### config.mk
export PLATFORM = sky130hd
export DESIGN_NAME = register_file
export DESIGN_NICKNAME = d
export VERILOG_FILES = /design/src/rtl/register_file.sv
export SDC_FILE = /design/constraint.sdc
export NUM_CORES = 2
export LEC_CHECK = 0
export CAP_MARGIN = 20
export CORE_MARGIN = 2
export CORE_UTILIZATION = 57
export CTS_CLUSTER_SIZE = 25
export DETAILED_ROUTE_END_ITERATION = 6
export PLACE_DENSITY = 0.85
export RECOVER_POWER = 100
export SLEW_MARGIN = 20
export SYNTH_ARGS = -nofsm -noshare
export SYNTH_HDL_FRONTEND = slang
export SYNTH_SLANG_ARGS = --single-unit
### constraint.sdc
create_clock -name clk_in -period 4.9 [get_ports clk_in]
set_input_delay 0.98 -clock clk_in [delete_from_list [all_inputs] [get_ports clk_in]]
set_output_delay 0.98 -clock clk_in [all_outputs]
set_load 0.005 [all_outputs]
### src/rtl/register_file.sv
// Architectural register file with rename tags: 32 committed values, each with a busy bit and producer ROB tag.
// Reads are combinational with a same-cycle commit bypass; commits/renames land at the next edge; rdy_in low stalls all but reset and flush.
module register_file #(
    parameter int REG_COUNT       = 32,
    parameter int ROB_INDEX_WIDTH = 4,
    parameter int DATA_WIDTH      = 32
) (
    input  logic                       clk_in,
    input  logic                       rst_in,
    input  logic                       rdy_in,
    input  logic                       clr_in,
    input  logic                       rob_to_reg_commit,
    input  logic [4:0]                 rob_to_reg_index,
    input  logic [ROB_INDEX_WIDTH-1:0] rob_to_reg_rob_index,
    input  logic [DATA_WIDTH-1:0]      rob_to_reg_val,
    input  logic                       dc_rename_en,
    input  logic [4:0]                 dc_rename_rd,
    input  logic [ROB_INDEX_WIDTH-1:0] dc_rename_index,
    input  logic [4:0]                 dc_rs1,
    input  logic [4:0]                 dc_rs2,
    output logic                       reg_rs1_busy,
    output logic [ROB_INDEX_WIDTH-1:0] reg_rs1_tag,
    output logic [DATA_WIDTH-1:0]      reg_rs1_val,
    output logic                       reg_rs2_busy,
    output logic [ROB_INDEX_WIDTH-1:0] reg_rs2_tag,
    output logic [DATA_WIDTH-1:0]      reg_rs2_val
);

    logic [DATA_WIDTH-1:0]      r_val  [REG_COUNT];
    logic                       r_busy [REG_COUNT];
    logic [ROB_INDEX_WIDTH-1:0] r_tag  [REG_COUNT];

    logic w_commit;
    logic w_rename;
    logic w_rs1_byp;
    logic w_rs2_byp;

    assign w_commit = rdy_in && rob_to_reg_commit && (rob_to_reg_index != 5'd0);
    assign w_rename = rdy_in && !clr_in && dc_rename_en && (dc_rename_rd != 5'd0);

    // Later assignments take priority: rename beats commit's clear, flush beats both.
    always_ff @(posedge clk_in) begin
        if (!rst_in) begin
            for (int i = 0; i < REG_COUNT; i++) begin
                r_val[i]  <= '0;
                r_busy[i] <= 1'b0;
                r_tag[i]  <= '0;
            end
        end else begin
            if (w_commit) begin
                r_val[rob_to_reg_index] <= rob_to_reg_val;
                if (r_tag[rob_to_reg_index] == rob_to_reg_rob_index) begin
                    r_busy[rob_to_reg_index] <= 1'b0;
                    r_tag[rob_to_reg_index]  <= '0;
                end
            end
            if (w_rename) begin
                r_busy[dc_rename_rd] <= 1'b1;
                r_tag[dc_rename_rd]  <= dc_rename_index;
            end
            if (clr_in) begin
                for (int i = 0; i < REG_COUNT; i++) begin
                    r_busy[i] <= 1'b0;
                    r_tag[i]  <= '0;
                end
            end
        end
    end

    // Bypass ignores rdy_in: the committing value is forwarded even while stalled.
    assign w_rs1_byp = rob_to_reg_commit && (rob_to_reg_index == dc_rs1) && (dc_rs1 != 5'd0)
                       && (r_tag[dc_rs1] == rob_to_reg_rob_index);
    assign w_rs2_byp = rob_to_reg_commit && (rob_to_reg_index == dc_rs2) && (dc_rs2 != 5'd0)
                       && (r_tag[dc_rs2] == rob_to_reg_rob_index);

    always_comb begin
        reg_rs1_busy = 1'b0;
        reg_rs1_tag  = '0;
        reg_rs1_val  = '0;
        if (dc_rs1 != 5'd0) begin
            if (w_rs1_byp) begin
                reg_rs1_val = rob_to_reg_val;
            end else begin
                reg_rs1_busy = r_busy[dc_rs1];
                reg_rs1_tag  = r_busy[dc_rs1] ? r_tag[dc_rs1] : '0;
                reg_rs1_val  = r_val[dc_rs1];
            end
        end
    end

    always_comb begin
        reg_rs2_busy = 1'b0;
        reg_rs2_tag  = '0;
        reg_rs2_val  = '0;
        if (dc_rs2 != 5'd0) begin
            if (w_rs2_byp) begin
                reg_rs2_val = rob_to_reg_val;
            end else begin
                reg_rs2_busy = r_busy[dc_rs2];
                reg_rs2_tag  = r_busy[dc_rs2] ? r_tag[dc_rs2] : '0;
                reg_rs2_val  = r_val[dc_rs2];
            end
        end
    end

endmodule

### After elaboration in Yosys (flattened, before gate mapping)

Memories as Yosys holds them, arrays and structs flattened.
Cells that the tools add are included.
W data, S select, Z words.

| storage, ports and cells | value |
|---|---|
| memories kept | 3 |
| bits in writable memories | 1184 |
| input bits | 66 |
| bits in registers | 0 |
| output and inout bits | 74 |

Memories:

| memory | depth | width | read ports | clocked after memory_dff | wr ports | RTL line | text |
|---|---|---|---|---|---|---|---|
| r_val | 32 | 32 | 2 | 0 | 32 | 29 | `logic [DATA_WIDTH-1:0] r_val [REG_COUNT];` |
| r_tag | 32 | 4 | 3 | 0 | 32 | 31 | `logic [ROB_INDEX_WIDTH-1:0] r_tag [REG_COUNT];` |
| r_busy | 32 | 1 | 2 | 0 | 32 | 30 | `logic r_busy [REG_COUNT];` |

| cells by class | value |
|---|---|
| reductions and logical operators | 21 |
| equality and inequality tests | 67 |
| bitwise gates (word level) | 250 |
| muxes and demuxes | 107 |

Operator list:

| operator | count |
|---|---|
| $eq A5 B5 Y1 const B | 62 |
| $mux W32 | 5 |
| $mux W4 | 40 |
| $and A1 B1 Y1 | 124 |
| $or A1 B1 Y1 | 64 |
| $not A1 Y1 | 62 |
| $mux W1 | 57 |
| $reduce_or A32 Y1 | 1 |
| $mux W5 | 5 |
| $reduce_bool A5 Y1 | 4 |
| $eq A4 B4 Y1 | 3 |
| $logic_and A1 B1 Y1 | 11 |
| $eq A5 B5 Y1 | 2 |
| $reduce_or A4 Y1 | 2 |
| $reduce_or A1 Y1 | 2 |
| $logic_not A1 Y1 | 1 |

### Logic depth before layout (Yosys ltp)

An unclocked memory read counts as a cell.

| logic depth | value |
|---|---|
| depth after elaboration | 39 |
| mapped depth | 13 |

### Worst setup path before layout

No wires, ideal clock.

| timing | value |
|---|---|
| kind | input -> register |
| start | input rob_to_reg_index[2] |
| end | memory r_val[7][0] (enable) |
| stages on the path | 6 |
| setup slack | -0.160 ns |
| arrival | 4.595 ns |
| cells stage by stage | clkbuf_1 > clkbuf_1 > or3b_2 > clkbuf_1 > clkbuf_1 > o21ai_0 |

RTL lines:

| item | RTL line | text |
|---|---|---|
| start, declared | 13 | `input logic [4:0] rob_to_reg_index,` |
| end, declared | 29 |  |

==> results_dict.tcl <==
set metrics [dict create \
    status "complete, but fails checks" \
    violations "max-capacitance violations, max-slew violations, negative setup slack" \
    die_y_um 343 \
    worstMarginPinSlew_ps 2810 \
    initial_utilization 0.574 \
    drive_above_1_share 0.294 \
    yosysSeqAreaShare 0.537 \
    coreArea_mm2 0.114 \
    crit_cells 8 \
    layout_setup_ws_ps -372 \
    grt_start_max_net_pins 136 \
    worstPathRequired_ps 5480 \
    peakVddDrop_mv 0.355 \
    route.detailed.wl_per_inst_um 37.7 \
    syn_inst 4308 \
    p_leak_nw 25.6 \
    groute.layer.met2.usage 0.583 \
    grt_setup_unrepaired "yes" \
    power_density_mw_per_mm2 327 \
    period_needed_ps 5270 \
    area_growth_pct 13.6 \
    crit_type "input port to flip-flop" \
    syn_avg_cell_area_um2 15.2 \
    maxSlewViolCount 1323 \
    path_buf_inv 4 \
    yosysWarnings 0 \
    fill_cells 7596 \
    finalHoldViolCount 0 \
    drt_first_pass_iters 6 \
    dieArea_mm2 0.118 \
    hold_path_class "flip-flop to flip-flop" \
    startpoint_type "input port" \
    cts_buffer_depth 3 \
    skew_ps 23.4 \
    clock_latency_ps 720 \
    cts.sinks 1184 \
    gr-total-overflow 0 \
    crit_arrival_ps 5850 \
    syn_area_mm2 0.0656 \
    grt_pass1_wl_mm 325 \
    ys_types 60 \
    htreeDepth 3 \
    ant_nets 0 \
    critPathMaxStageDelay_ps 1820 \
    maxSlewHeadroom -0.875 \
    dp_worst_setup_slack_ps -776 \
    multi_input_area_mm2 0.0291 \
    slowest_stage "nor2_1" \
    first_global_vias 45900 \
    period_share 1.08 \
    grt_busiest_layer "met2" \
    cts-root-buf "clkbuf_16" \
    drt-total-wl_mm 233 \
    post_drt_via_cell_ratio 7.44 \
    globalplace.congestion 1.03 \
    use_met1 0.472 \
    synth_seq_cells 1184 \
    ys.flop_type "edfxtp_1" \
    crit_path_cell_trace "dlygate4sd3_1 -> buf_4 -> or3_1 -> nand3_1 -> clkbuf_1 -> nor2_1 -> dlymetal6s2s_1 -> and2_1" \
    hpwlAfterDp_mm 136 \
    drt-initial-drc-count 8334 \
    maxCapViolCount 72 \
    reg2reg_depth 9 \
    rows 124 \
    ff_latch_area_mm2 0.0352 \
    cts_buffers 117 \
    r2r_slack_ps 1100 \
    antenna_found_initial 16 \
    port_buffers 139 \
    place_inst 5875 \
    end_kind "flip-flop" \
    fin_cells 6164 \
    route.detailed.drc 0 \
    hold_depth 1 \
    vias 45900 \
    critical-path-top-delay-family "simple AND/OR/NAND/NOR gates" \
    ios 140 \
    fmax_ghz 0.190 \
    met3_usage 0.145 \
    finalSetupViolCount 207 \
    synth_edf_count 1152 \
    grt_usage 0.393 \
    async_flop_share 0 \
    path_clk_slew_ps 70 \
    dieWidth_um 343 \
    critPathMaxFanout 17 \
    nets 4610 \
    cts_tree "yes" \
]
## through the flow
stage / setup TNS, ps / area [um2] / utilization / hold slack, ps / power [mW]
finish: -25980 / 74500 / 0.653 / 514 / 24.4
global route: -9400 / 74500 / 0.653 / 516 / 24.8
CTS: -3650 / 75400 / 0.660 / 511 / 24.2
detailed placement: -40120 / 71000 / 0.622 / 498 / 15.5
global placement: -38870 / 70900 / 0.621 / 456 / 15.4
floorplan: -15400 / 65700 / - / 443 / 14.0
## final timing paths
check                 startpoint             to
min reg2reg            r_busy[0]      r_busy[0]
min                    r_busy[0]      r_busy[0]
max reg2reg         r_tag[31][1]      r_busy[2]
max          rob_to_reg_index[4]  r_val[16][22]
## report_power, final
part | internal (mW) | switching, mW | total, mW | leakage (nW)
combinational | 1.64 | 1.92 | 3.56 | 12.4
clock | 4.81 | 4.02 | 8.83 | 1.77
sequential | 11.6 | 0.355 | 12.0 | 11.4
## layout by cell type, fill, tap and decap left out, drive strengths merged, types with 20 or more instances in the layout
cell type	instances
nand2	191
mux4	747
and2	1119
o211a	32
clkinv	49
dlygate4sd2	20
mux2i	68
dfxtp	32
nor2	100
o31ai	34
clkdlybuf4s50	47
clkbuf	303
a22oi	25
nor3	48
conb	36
edfxtp	1152
a21oi	37
o21ai	93
buf	309
## timing repair
item,4_1_cts,5_1_grt
gates cloned,13,5
setup buffers,33,13
hold buffers,0,0
pin swaps,20,20
resized for setup,243,106
endpoints found under the setup margin,73,56
## synthesized netlist by cell type, drive strengths merged, types with 3 or more instances
| cell type | instances | area share |
|---|---|---|
| a21oi | 37 | 0.0028 |
| a221oi | 6 | 0.00080 |
| a22oi | 25 | 0.0029 |
| and2 | 1119 | 0.11 |
| and3 | 12 | 0.0011 |
| and3b | 6 | 0.00080 |
| buf | 108 | 0.0079 |
| clkbuf | 351 | 0.020 |
| dfxtp | 32 | 0.0098 |
| edfxtp | 1152 | 0.53 |
| inv | 10 | 0.00057 |
| mux2 | 18 | 0.0031 |
| mux2i | 68 | 0.010 |
| mux4 | 747 | 0.26 |
| nand2 | 191 | 0.011 |
| nand2b | 11 | 0.0010 |
| nand3 | 16 | 0.0012 |
| nand3b | 4 | 0.00046 |
| nand4 | 7 | 0.00067 |
| nor2 | 100 | 0.0057 |
| nor2b | 9 | 0.00086 |
| nor3 | 48 | 0.0037 |
| nor3b | 11 | 0.0013 |
| nor4 | 6 | 0.00057 |
| o211a | 32 | 0.0049 |
| o211ai | 3 | 0.00034 |
| o21a | 4 | 0.00046 |
| o21ai | 93 | 0.0071 |
| o22ai | 4 | 0.00048 |
| o31ai | 34 | 0.0039 |
| or2 | 3 | 0.00029 |
| or3 | 5 | 0.00048 |
| xnor2 | 8 | 0.0011 |
| xor2 | 7 | 0.00093 |
## logic make-up (layout without fill, tap and decap cells)
kind of cell,count (synthesis),after routing,synth area share
multiplexers,833,833,0.270
AND/OR/NAND/NOR,1555,1555,0.137
buffers and inverters,470,770,0.0286
XOR/XNOR,15,15,0.00200
AO/OA/AOI/OAI,250,250,0.0251
other,1,45,0.0000572
flip-flops,1184,1184,0.537
## final cells by class
type                            instances  area share
Tap cell                             1512      0.0254
Timing Repair Buffer                  541      0.0620
Clock inverter                         69     0.00771
Sequential cell                      1184       0.473
Antenna cell                            9    0.000302
Clock buffer                          149      0.0413
Multi-Input combinational cell       2689       0.390
Inverter                               11    0.000621
## state kept, by name, summed over array words and instances (netlist names)
register / count
r_busy: 32
r_tag: 128
r_val: 1024
## layer usage
| layer | up-vias | routed length (um) | share of wire |
|---|---|---|---|
| met3 | 1218 | 37400 | 0.16 |
| met1 | 22600 | 69100 | 0.30 |
| li1 | 17100 | - | - |
| met4 | 16 | 22400 | 0.096 |
| met2 | 4873 | 103000 | 0.44 |
| met5 | - | 275 | 0.0012 |
No activity file was read; power rests on OpenSTA's default activity.
